$ cat config.mk
export PLATFORM = sky130hd
export DESIGN_NAME = execute_pipe
export DESIGN_NICKNAME = d
export VERILOG_FILES = /design/src/rtl/execute_pipe.sv
export SDC_FILE = /design/constraint.sdc
export NUM_CORES = 1
export LEC_CHECK = 0
export CAP_MARGIN = 20
export CORE_MARGIN = 2
export CORE_UTILIZATION = 37
export CTS_BUF_LIST = sky130_fd_sc_hd__clkbuf_4 sky130_fd_sc_hd__clkbuf_8 sky130_fd_sc_hd__clkbuf_16
export CTS_CLUSTER_SIZE = 25
export DETAILED_ROUTE_END_ITERATION = 6
export PLACE_DENSITY = 0.76
export SETUP_SLACK_MARGIN = 0.15
export SLEW_MARGIN = 25
export SYNTH_ARGS = -nofsm -noshare
export SYNTH_HDL_FRONTEND = slang
export SYNTH_SLANG_ARGS = --single-unit
$ cat constraint.sdc
create_clock -name clk -period 2.42 [get_ports clk]
set_clock_uncertainty 0.1 [all_clocks]
set_input_delay 0.363 -clock clk [delete_from_list [all_inputs] [get_ports clk]]
set_output_delay 0.363 -clock clk [all_outputs]
set_load 0.01 [all_outputs]
$ cat src/rtl/execute_pipe.sv
// EX/MEM pipeline register of the RV32I core: captures execute results, raises a
// one-cycle control-flow redirect and squashes the wrong-path entries behind it.
module execute_pipe #(
  parameter int unsigned KILL_CYCLES = 2,
  parameter int unsigned COUNT_W     = 32
) (
  input  logic               clk,
  input  logic               rst,
  input  logic               valid_in,
  input  logic               stall,
  input  logic               flush,
  input  logic               load_in,
  input  logic               store_in,
  input  logic               next_sel_in,
  input  logic               branch_result_in,
  input  logic               reg_write_in,
  input  logic [4:0]         rd_in,
  input  logic [1:0]         mem_to_reg_in,
  input  logic [31:0]        alu_result_in,
  input  logic [31:0]        opb_data_in,
  input  logic [31:0]        pc_plus4_in,
  output logic               valid_out,
  output logic               load,
  output logic               store,
  output logic               reg_write,
  output logic [4:0]         rd_out,
  output logic [1:0]         mem_to_reg,
  output logic [31:0]        alu_result_out,
  output logic [31:0]        opb_data_out,
  output logic [31:0]        pc_plus4_out,
  output logic               redirect,
  output logic [31:0]        redirect_target,
  output logic               squashing,
  output logic               fwd_valid,
  output logic               fwd_is_load,
  output logic [31:0]        fwd_data,
  output logic [COUNT_W-1:0] inst_count
);

  localparam int unsigned KCNT_W = 3;
  localparam logic [0:0] S_IDLE = 1'b0;
  localparam logic [0:0] S_KILL = 1'b1;

  logic [0:0]        state_q, state_d;
  logic [KCNT_W-1:0] kcnt_q, kcnt_d;
  logic              squash;
  logic              acc;
  logic              taken;

  // Entry acceptance: anything arriving inside the kill window becomes a bubble.
  always_comb begin
    squash = (state_q == S_KILL);
    acc    = valid_in & ~squash;
    taken  = acc & (next_sel_in | branch_result_in);
  end

  // Kill-window FSM state register.
  always_ff @(posedge clk) begin
    if (rst) begin
      state_q <= S_IDLE;
      kcnt_q  <= '0;
    end else begin
      state_q <= state_d;
      kcnt_q  <= kcnt_d;
    end
  end

  // Next state: only captured (non-stalled) edges consume kill slots.
  always_comb begin
    state_d = state_q;
    kcnt_d  = kcnt_q;
    if (flush) begin
      state_d = S_IDLE;
      kcnt_d  = '0;
    end else if (!stall) begin
      case (state_q)
        S_IDLE: begin
          if (taken) begin
            state_d = S_KILL;
            kcnt_d  = KCNT_W'(KILL_CYCLES);
          end
        end
        S_KILL: begin
          kcnt_d = kcnt_q - KCNT_W'(1);
          if (kcnt_q <= KCNT_W'(1)) begin
            state_d = S_IDLE;
            kcnt_d  = '0;
          end
        end
        default: begin
          state_d = S_IDLE;
          kcnt_d  = '0;
        end
      endcase
    end
  end

  // EX/MEM payload, redirect pulse and retired-instruction counter.
  always_ff @(posedge clk) begin
    if (rst) begin
      valid_out       <= 1'b0;
      load            <= 1'b0;
      store           <= 1'b0;
      reg_write       <= 1'b0;
      rd_out          <= '0;
      mem_to_reg      <= '0;
      alu_result_out  <= '0;
      opb_data_out    <= '0;
      pc_plus4_out    <= '0;
      redirect        <= 1'b0;
      redirect_target <= '0;
      inst_count      <= '0;
    end else if (flush) begin
      valid_out <= 1'b0;
      load      <= 1'b0;
      store     <= 1'b0;
      reg_write <= 1'b0;
      redirect  <= 1'b0;
    end else if (stall) begin
      // Holding everything except the pulse keeps the redirect from repeating.
      redirect <= 1'b0;
    end else begin
      valid_out      <= acc;
      load           <= load_in & acc;
      store          <= store_in & acc;
      reg_write      <= reg_write_in & acc;
      rd_out         <= rd_in;
      mem_to_reg     <= mem_to_reg_in;
      alu_result_out <= alu_result_in;
      opb_data_out   <= opb_data_in;
      pc_plus4_out   <= pc_plus4_in;
      redirect       <= taken;
      if (taken) begin
        redirect_target <= alu_result_in;
      end
      inst_count <= inst_count + COUNT_W'(acc);
    end
  end

  // Forwarding view of the registered entry.
  always_comb begin
    squashing   = (state_q == S_KILL);
    fwd_valid   = valid_out & reg_write & (rd_out != 5'd0);
    fwd_is_load = fwd_valid & load;
    fwd_data    = alu_result_out;
  end

endmodule

==> run_results.csv <==
group,metric,value,unit
critical_path,cp_max_fo,7,
critical_path,critical_path_arrival,2.53,ns
critical_path,crit_end,"inst_count[24]$_SDFFE_PP0P_",
route,ant_nets,0,
pwr,p_seq_frac,0.472,
layout,fin_cells,1382,
yosys,synth_area,6770,um^2
clocking,root_buffer,"clkbuf_16",
timing,slew_viol_final,0,
global_route,grt_max_degree,59,
outcome,outcome,"complete, no violations",
timing,relSlewSlack,0.611,
critical_path,worst-setup-path-type,"flop to flop",
yosys,ys_top_cells_by_count,"nand2_1, dfxtp_1, a21oi_1",
yosys,synth_cell_types,39,
pwr,power.switching,1.63,mW
global_route,grtUsageTotal,0.204,
yosys,yosys.area.top_type_share,0.520,
timing,rsz0062_at_grt,"yes",
layout,layout-drive-gt1-share,0.0816,
floorplanning,core_region_area,18000,um^2
yosys,synthArstFlopShare,0,
route,wirelength,20.5,mm
route,wire_per_inst,14.9,um
timing,max_freq,0.439,GHz
route,dr.pass1.iters,4,
route,initialDrtViolationCount,193,
timing,post-route-min-period,2.28,ns
pwr,power_frac_clock,0.404,
timing,setup_tns,0,ns
clocking,holdBufCountCts,0,
pwr,swShare,0.252,
critical_path,worst_setup_path_end_kind,"flop",
clocking,cts_tree,"done",
critical_path,start_kind,"flop",
layout,syn_to_final_growth,59.3,%
floorplanning,num_io_pins,320,
clocking,path_clk_slew,0.07,ns
timing,hold_ws,0.342,ns
route,drc,0,
pwr,ir_drop,0.580,mV
yosys,synth-seq-area-share,0.520,
clocking,cts_buffers,17,
yosys,yosys_warnings,0,
global_route,antenna_found_initial,1,
yosys,synth.most_common_cell,"nand2_1",
clocking,h-tree-depth,4,
critical_path,r2r-end,"inst_count[24]$_SDFFE_PP0P_",
timing,fin_crit_sh,0.941,
critical_path,rr_worst_depth,8,
route,vias,6719,
route,met1_length,8.57,mm
yosys,yosys-top-cells-area,"dfxtp_1, nand2_1, a21oi_1",
clocking,cts_max_path_buffers,2,
pwr,pwr-share-comb,0.123,
pwr,cellPowerDensity,599,nW/um^2
route,wl_met3,1.51,mm
route,highest_layer,"met4",
placement,placed_area,10100,um^2
critical_path,startpoint,"squashing$_SDFFE_PP0N_",
timing,tightestPinTransition,0.583,ns
global_route,grt_pass1_vias,6439,
yosys,syn_avg_cell_area,7.91,um^2
placement,portBuffers,319,
job,cap_violations,0,
yosys,syn-instance-count,856,
placement,place.gp.congestion,0.825,
critical_path,r2r_start,"squashing$_SDFFE_PP0N_",
global_route,grt_pass1_wl,32.5,mm
global_route,grt_remaining_overflow,0,
clocking,clock-sinks,176,
yosys,yosysTopAreaCell,"dfxtp_1",
pwr,p_int,4.83,mW
placement,post-dp-hpwl,14.5,mm
yosys,synth_ff_type,"dfxtp_1",
timing,hold_violations,0,
critical_path,r2r_setup_slack,0.14,ns
layout,fin_area,10800,um^2
floorplanning,dieWidth,139,um
route,wl_met2,9.97,mm
floorplanning,initial_core_util,0.377,
yosys,synth_edf_count,0,
hold_path,holdCritPathClass,"input pin to flop",
yosys,synth_seq_cells,176,
layout,nets,1257,
placement,place_inst,1341,
floorplanning,rows,49,
pwr,p_leak,3.74,nW
route,avgViaCountPerCell,4.86,
timing,setup_violations,0,
pwr,p_total,6.46,mW
critical_path,required,2.67,ns
clocking,insertion_delay,0.41,ns
floorplanning,fp.dieH,139,um
floorplanning,dieArea,19400,um^2
yosys,synth_nets,974,
placed cells by master, fill, tap and decap left out, drive strengths merged, types with 2 or more instances in the layout:
cell type	instances
nand3b	3
and2	4
or3	16
and4	3
ha	5
xnor2	6
nor3	4
o31ai	7
nand3	8
clkdlybuf4s50	315
buf	37
inv	15
nor4	3
nand2	290
clkbuf	19
a21oi	165
nor2	15
clkinv	5
nand4	9
nor2b	2
or4	10
o21ai	16
or2	3
xor2	2
dfxtp	176
through the flow:
| stage | utilization | setup slack, ns |
|---|---|---|
| after global routing | 0.601 | 0.0976 |
| after global placement | 0.564 | -0.332 |
| after floorplan | - | 0.134 |
| after CTS | 0.598 | 0.0453 |
| final | 0.601 | 0.144 |
| after detailed placement | 0.564 | -0.364 |
worst min-delay path by stage:
stage | cells after the start | end | start | slack [ns]
after floorplan | 2 | kcnt_q[2]$_SDFFE_PP0P_ | kcnt_q[2]$_SDFFE_PP0P_ | 0.36
after global placement | 2 | pc_plus4_out[29]$_SDFFE_PP0P_ | pc_plus4_out[29]$_SDFFE_PP0P_ | 0.34
after CTS | 2 | inst_count[6]$_SDFFE_PP0P_ | rst | 0.32
final | 2 | inst_count[6]$_SDFFE_PP0P_ | rst | 0.34
after detailed placement | 2 | redirect_target[7]$_SDFFE_PP0P_ | redirect_target[7]$_SDFFE_PP0P_ | 0.35
after global routing | 2 | inst_count[10]$_SDFFE_PP0P_ | rst | 0.35
layer usage:
metal,vias to the layer above,global-route usage
li1,3369,-
met1,3083,0.233
met2,235,0.361
met3,32,0.0619
met4,0,0.0739
met5,-,0
power by group through the flow:
stage	Sequential, mW	Combinational [mW]	Clock [mW]
after floorplan	3.16	0.262	0
after global placement	3.11	0.791	0
after detailed placement	3.12	0.798	0
after CTS	3.05	0.804	2.68
after global routing	3.06	0.863	2.80
final	3.05	0.797	2.61
critical path, stage by stage, from the launching register on:
cell and delay [ns]:
dfxtp_4 0.36, nor2b_4 0.13, ha_4 0.15, ha_4 0.13, nand2_2 0.06, or4_4 0.50
buf_6 0.15, or4_4 0.53, a21oi_2 0.11
cell families (layout without fill, tap and decap cells):
family                   Yosys count  in the layout  share of synthesized area
AND/OR/NAND/NOR                  375            375                      0.238
AO/OA/AOI/OAI                    193            193                      0.147
flip-flops                       176            176                      0.520
buffers and inverters             98            394                     0.0735
XOR/XNOR                           8              8                     0.0103
adder cells (fa/ha/maj)            5              5                    0.00924
multiplexers                       1              1                    0.00166
other                              0              1                          0
repair_timing:
item,CTS,global route
endpoints found under the setup margin,10,15
pin swaps,4,11
gates resized for setup,6,15
setup buffers,6,2
hold endpoints to repair,0,0
final cells by class:
class / count / area, um^2
Sequential cell: 176 / 3530
Multi-Input combinational cell: 582 / 2840
Inverter: 8 / 30.0
Fill cell: 1613 / 7170
Antenna cell: 1 / 2.50
Tap cell: 229 / 287
Clock buffer: 19 / 440
Clock inverter: 13 / 123
Timing Repair Buffer: 354 / 3540
No activity file was read; power rests on OpenSTA's default activity.
